--- src/rtl/placar_controle.sv ---
// Basketball scoreboard controller: press detection, per-team score registers,
// range-checked add/subtract and horn/LED alarm. Optional filter: PLACAR_DEBOUNCE_EN.
module placar_controle #(
    parameter int MAX_SCORE       = 99,
    parameter int BUZZ_CYCLES     = 8,
    parameter int DEBOUNCE_CYCLES = 4
) (
    input  logic       i_Clock,
    input  logic       i_Reset,
    input  logic       i_A,
    input  logic       i_B,
    input  logic       i_C,
    input  logic       i_ChaveNegativaPositiva,
    input  logic       i_MudarTime,
    output logic [6:0] o_PlacarA,
    output logic [6:0] o_PlacarB,
    output logic       o_TimeAtivo,
    output logic       o_Busina,
    output logic       o_LedErro,
    output logic       o_Ocupado
);

    typedef enum logic [1:0] {S_IDLE, S_CALC, S_ESPERA} state_t;

    localparam int BW = $clog2(BUZZ_CYCLES + 1);

    state_t         r_state, w_next;
    logic [3:0]     w_raw, w_flt, r_prev, w_press;
    logic [1:0]     w_pts, r_pts;
    logic           r_op, r_team, r_time, r_err;
    logic [6:0]     r_placar_a, r_placar_b, w_score;
    logic [7:0]     w_res;
    logic           w_legal;
    logic [BW-1:0]  r_buzz;

    // Bit order {MudarTime, C, B, A} is shared by the filter and edge registers
    assign w_raw = {i_MudarTime, i_C, i_B, i_A};

`ifdef PLACAR_DEBOUNCE_EN
    localparam int DW = $clog2(DEBOUNCE_CYCLES + 1);
    for (genvar g = 0; g < 4; g++) begin : g_deb
        logic [DW-1:0] r_cnt;
        always_ff @(posedge i_Clock) begin
            if (i_Reset || !w_raw[g])
                r_cnt <= '0;
            else if (r_cnt != DW'(DEBOUNCE_CYCLES))
                r_cnt <= r_cnt + 1'b1;
        end
        assign w_flt[g] = (r_cnt == DW'(DEBOUNCE_CYCLES));
    end
`else
    assign w_flt = w_raw;
`endif

    assign w_press = w_flt & ~r_prev;

    // Highest-valued button wins; lower presses in the same cycle are dropped
    always_comb begin
        w_pts = 2'd0;
        if (w_press[2])      w_pts = 2'd3;
        else if (w_press[1]) w_pts = 2'd2;
        else if (w_press[0]) w_pts = 2'd1;
    end

    assign w_score = r_team ? r_placar_b : r_placar_a;
    assign w_res   = r_op ? ({1'b0, w_score} - {6'd0, r_pts})
                          : ({1'b0, w_score} + {6'd0, r_pts});
    assign w_legal = r_op ? ({1'b0, w_score} >= {6'd0, r_pts})
                          : (w_res <= 8'(MAX_SCORE));

    always_comb begin
        w_next = r_state;
        case (r_state)
            S_IDLE:   if (w_pts != 2'd0) w_next = S_CALC;
            S_CALC:   w_next = S_ESPERA;
            S_ESPERA: if (w_flt[2:0] == 3'b000) w_next = S_IDLE;
            default:  w_next = S_IDLE;
        endcase
    end

    always_ff @(posedge i_Clock) begin
        if (i_Reset) r_state <= S_IDLE;
        else         r_state <= w_next;
    end

    always_ff @(posedge i_Clock) begin
        if (i_Reset) begin
            r_prev     <= '0;
            r_pts      <= '0;
            r_op       <= 1'b0;
            r_team     <= 1'b0;
            r_time     <= 1'b0;
            r_err      <= 1'b0;
            r_placar_a <= '0;
            r_placar_b <= '0;
            r_buzz     <= '0;
        end else begin
            r_prev <= w_flt;
            if (r_state == S_IDLE) begin
                // Team is captured before the toggle lands on the same edge
                if (w_pts != 2'd0) begin
                    r_pts  <= w_pts;
                    r_op   <= i_ChaveNegativaPositiva;
                    r_team <= r_time;
                end
                if (w_press[3]) r_time <= ~r_time;
            end
            if (r_state == S_CALC) begin
                if (w_legal) begin
                    if (r_team) r_placar_b <= w_res[6:0];
                    else        r_placar_a <= w_res[6:0];
                    r_err <= 1'b0;
                end else begin
                    r_err <= 1'b1;
                end
            end
            if (r_state == S_CALC && !w_legal)
                r_buzz <= BW'(BUZZ_CYCLES);
            else if (r_buzz != '0)
                r_buzz <= r_buzz - 1'b1;
        end
    end

    assign o_PlacarA   = r_placar_a;
    assign o_PlacarB   = r_placar_b;
    assign o_TimeAtivo = r_time;
    assign o_Busina    = (r_buzz != '0);
    assign o_LedErro   = r_err;
    assign o_Ocupado   = (r_state != S_IDLE);

endmodule

--- config.mk ---
export PLATFORM = sky130hd
export DESIGN_NAME = placar_controle
export DESIGN_NICKNAME = d
export VERILOG_FILES = /design/src/rtl/placar_controle.sv
export SDC_FILE = /design/constraint.sdc
export NUM_CORES = 1
export LEC_CHECK = 0
export CAP_MARGIN = 20
export CORE_MARGIN = 3
export CORE_UTILIZATION = 45
export DETAILED_ROUTE_END_ITERATION = 16
export PLACE_DENSITY_LB_ADDON = 0.3
export SLEW_MARGIN = 20
export SYNTH_ARGS = -nofsm -noshare
export SYNTH_HDL_FRONTEND = slang
export SYNTH_SLANG_ARGS = --single-unit
--- constraint.sdc ---
create_clock -name i_Clock -period 4.35 [get_ports i_Clock]
set_input_delay 1.305 -clock i_Clock [delete_from_list [all_inputs] [get_ports i_Clock]]
set_output_delay 1.305 -clock i_Clock [all_outputs]
set_load 0.02 [all_outputs]
==> results_dict.tcl <==
set metrics [dict create \
    cp_max_fo 15 \
    avgSynthCellArea_sq_um 9.006 \
    ant_nets 0 \
    ys_ff_latch 30 \
    synth-seq-area-share_pct 30.73 \
    fillers 385 \
    max_cap_violations 0 \
    synth_common_cells "dfxtp_1 (30), nor2b_1 (20), nor2_1 (16)" \
    synth.distinct_cells 56 \
    cts_setup_buffers 0 \
    cts.sinks 30 \
    r2r-start "r_team$_SDFFE_PP0P_" \
    fin_nets 255 \
    cts_tree "done" \
    hold_violations 0 \
    grt_max_degree 24 \
    grt_overflow 0 \
    endpoint "o_PlacarA[6]$_SDFFE_PP0P_" \
    postSynthCellCount 217 \
    rsz0062_at_grt "false" \
    fp-row-count 23 \
    cp_num_cells 12 \
    period_needed_ps 3464 \
    cts_max_level 2 \
    die_x_um 71.90 \
    dieArea_sq_um 5170 \
    grt_pass1_vias 1493 \
    met3_usage_pct 3.324 \
    portBuffers 24 \
    synth_top_area_share_pct 30.73 \
    synth_nets 232 \
    rr_endpoint "o_PlacarA[6]$_SDFFE_PP0P_" \
    ir_drop_mv 0.2658 \
    hold_buffers 0 \
    tns_ps 0 \
    grtUsageMet2_pct 28.57 \
    critPathSlowestCell "fa_1" \
    tightest_slew_ps 579.0 \
    crit_start "r_team$_SDFFE_PP0P_" \
    synth.most_common_cell "dfxtp_1" \
    gp_congestion 0.9663 \
    drt_wl_total_um 4223 \
    powerDensity_nw_per_um2 346.0 \
    setup_ws_ps 886.5 \
    leakage_nw 0.8861 \
    core_area_sq_um 4086 \
    cp.arrival_ps 3630 \
    cp-end-kind "register" \
    wl_per_cell_um 14.56 \
    skew_ps 6.530 \
    cp-start-kind "register" \
    antenna_found_initial 0 \
    critPathBufInv 2 \
    drc_errors 0 \
    max_stage_delay_ps 400 \
    met1_usage_pct 23.18 \
    path_clk_slew_ps 60 \
    grt_usage_pct 17.51 \
    reg2reg_slack_ps 890 \
    die_h_um 71.90 \
    start_util_pct 47.83 \
    vias 1606 \
    yosysTopAreaCell "dfxtp_1" \
    grt_first_pass_wirelength_um 7024 \
    finalCritPeriodShare_pct 79.62 \
    fmax_mhz 288.7 \
    cp_cell_sequence "buf_4 > mux2i_1 > inv_1 > ha_1 > fa_1 > nand2b_1 > nor3_1 > o2111ai_1 > or3b_1 > o311a_1 > or2_1 > mux2_4" \
    cts_buffer_depth 2 \
    report.power.total_mw 0.7883 \
    setup_viol_count_final 0 \
    drive_gt1_share_pct 13.33 \
    status "completed" \
    io_pins 25 \
    pre_cts_slack_ps 921.1 \
    clockRootBuffer "clkbuf_8" \
    diodes 0 \
    synth_edf_count 0 \
    cts-resized-gates 0 \
    synthFlopType "dfxtp_1" \
    drv_slew 0 \
    critical_path_class "register to register" \
    timing.hold.ws_ps 467.5 \
    post-dp-hpwl_um 3291 \
    first_pass_iters 4 \
    area_growth_pct 16.58 \
    rr_worst_depth 12 \
    syn_area_sq_um 1954 \
    cp.required_ps 4510 \
    hold_class "register to register" \
    ys.warnings.count 0 \
    insertion_delay_ps 280 \
    critical_path.top_delay_family "simple AND/OR/NAND/NOR gates" \
    maxSlewHeadroom_pct 61.32 \
    busiest_layer "met2" \
    first_iter_violations 110 \
    async_flop_share_pct 0 \
    cts_made_buffers 5 \
    synthTopCellsByArea "dfxtp_1 (31%), mux2_4 (6.9%), nor2b_1 (6.4%)" \
    viasPerCell 5.538 \
]
## through the flow
stage / instances / utilization [%] / instance area [sq um]
after floorplan: 217 / - / 1954
after global routing: 290 / 55.76 / 2278
after detailed placement: 283 / 53.83 / 2200
final: 290 / 55.76 / 2278
after CTS: 290 / 55.76 / 2278
after global placement: 283 / 53.83 / 2200
## layout make-up
cell class / count / area (sq um) / share of cell area [%]
clock buffer: 5 / 68.82 / 3.020
clock inverter: 2 / 10.01 / 0.4393
inverter: 13 / 48.80 / 2.142
multi-input combinational: 164 / 1232 / 54.09
sequential: 30 / 600.6 / 26.36
tap: 50 / 62.56 / 2.746
timing repair buffer: 26 / 255.2 / 11.20
## where the power goes
group          switching, mW  internal [mW]  total (mW)
clock                 0.0927          0.107       0.199
sequential            0.0242          0.304       0.329
combinational          0.140          0.121       0.260
## sequential cells by signal, indices dropped and copies added (netlist names), 2 cells and up
| signal | cells |
|---|---|
| o_PlacarA | 7 |
| o_PlacarB | 7 |
| r_buzz | 4 |
| r_prev | 4 |
| r_pts | 2 |
| r_state | 2 |
## worst min-delay path by stage
stage,start,to,slack (ps),depth (start not counted)
global placement,o_LedErro$_SDFFE_PP0P_,o_LedErro$_SDFFE_PP0P_,450,2
finish,o_LedErro$_SDFFE_PP0P_,o_LedErro$_SDFFE_PP0P_,470,2
floorplan,r_pts[0]$_SDFFE_PP0P_,r_pts[0]$_SDFFE_PP0P_,480,2
detailed placement,o_LedErro$_SDFFE_PP0P_,o_LedErro$_SDFFE_PP0P_,460,2
CTS,o_LedErro$_SDFFE_PP0P_,o_LedErro$_SDFFE_PP0P_,480,2
global route,o_LedErro$_SDFFE_PP0P_,o_LedErro$_SDFFE_PP0P_,500,2
## cells by family after synthesis
| kind of cell | count (synthesis) | share of synthesized area, % |
|---|---|---|
| simple gates | 86 | 24.90 |
| compound gates | 43 | 14.47 |
| flops | 30 | 30.73 |
| buf+inv | 23 | 6.210 |
| mux | 19 | 14.21 |
| xor+xnor | 8 | 3.585 |
| fa+ha+maj | 8 | 5.890 |
## tightest hold or removal path: stages, from the launching register on
cell and delay, ps:
dfxtp_1 310, nand2_1 60, a21oi_1 50
## cell usage in the layout, fill, tap and decap left out, types with 2 or more instances in the layout
master            n
mux2i_4           2
and2_1            3
clkbuf_8          5
mux2_4            9
clkinv_2          2
nor3b_1           2
nand3_1           2
ha_1              6
inv_1            13
nand2b_1          7
dfxtp_1          30
o2111ai_1         2
o21ai_1           4
or4_1             2
fa_1              2
nor2_1           16
nor3_1            6
nor2b_1          20
nor4_1            2
xor2_1            2
clkdlybuf4s50_1  24
a21oi_1          10
or2_1             2
nand2_1          12
a31oi_1           2
nor3_2            4
buf_4             2
xnor2_1           6
o21ai_0          10
mux2i_1           5
o32ai_1           2
## routing by layer
metal  part of all wire [%]  wire [um]
met1                     47       2000
met2                     48       2014
met3                    3.6        150
met4                    1.3         57
met5                      0          0
(Power assumes the default switching activity.)
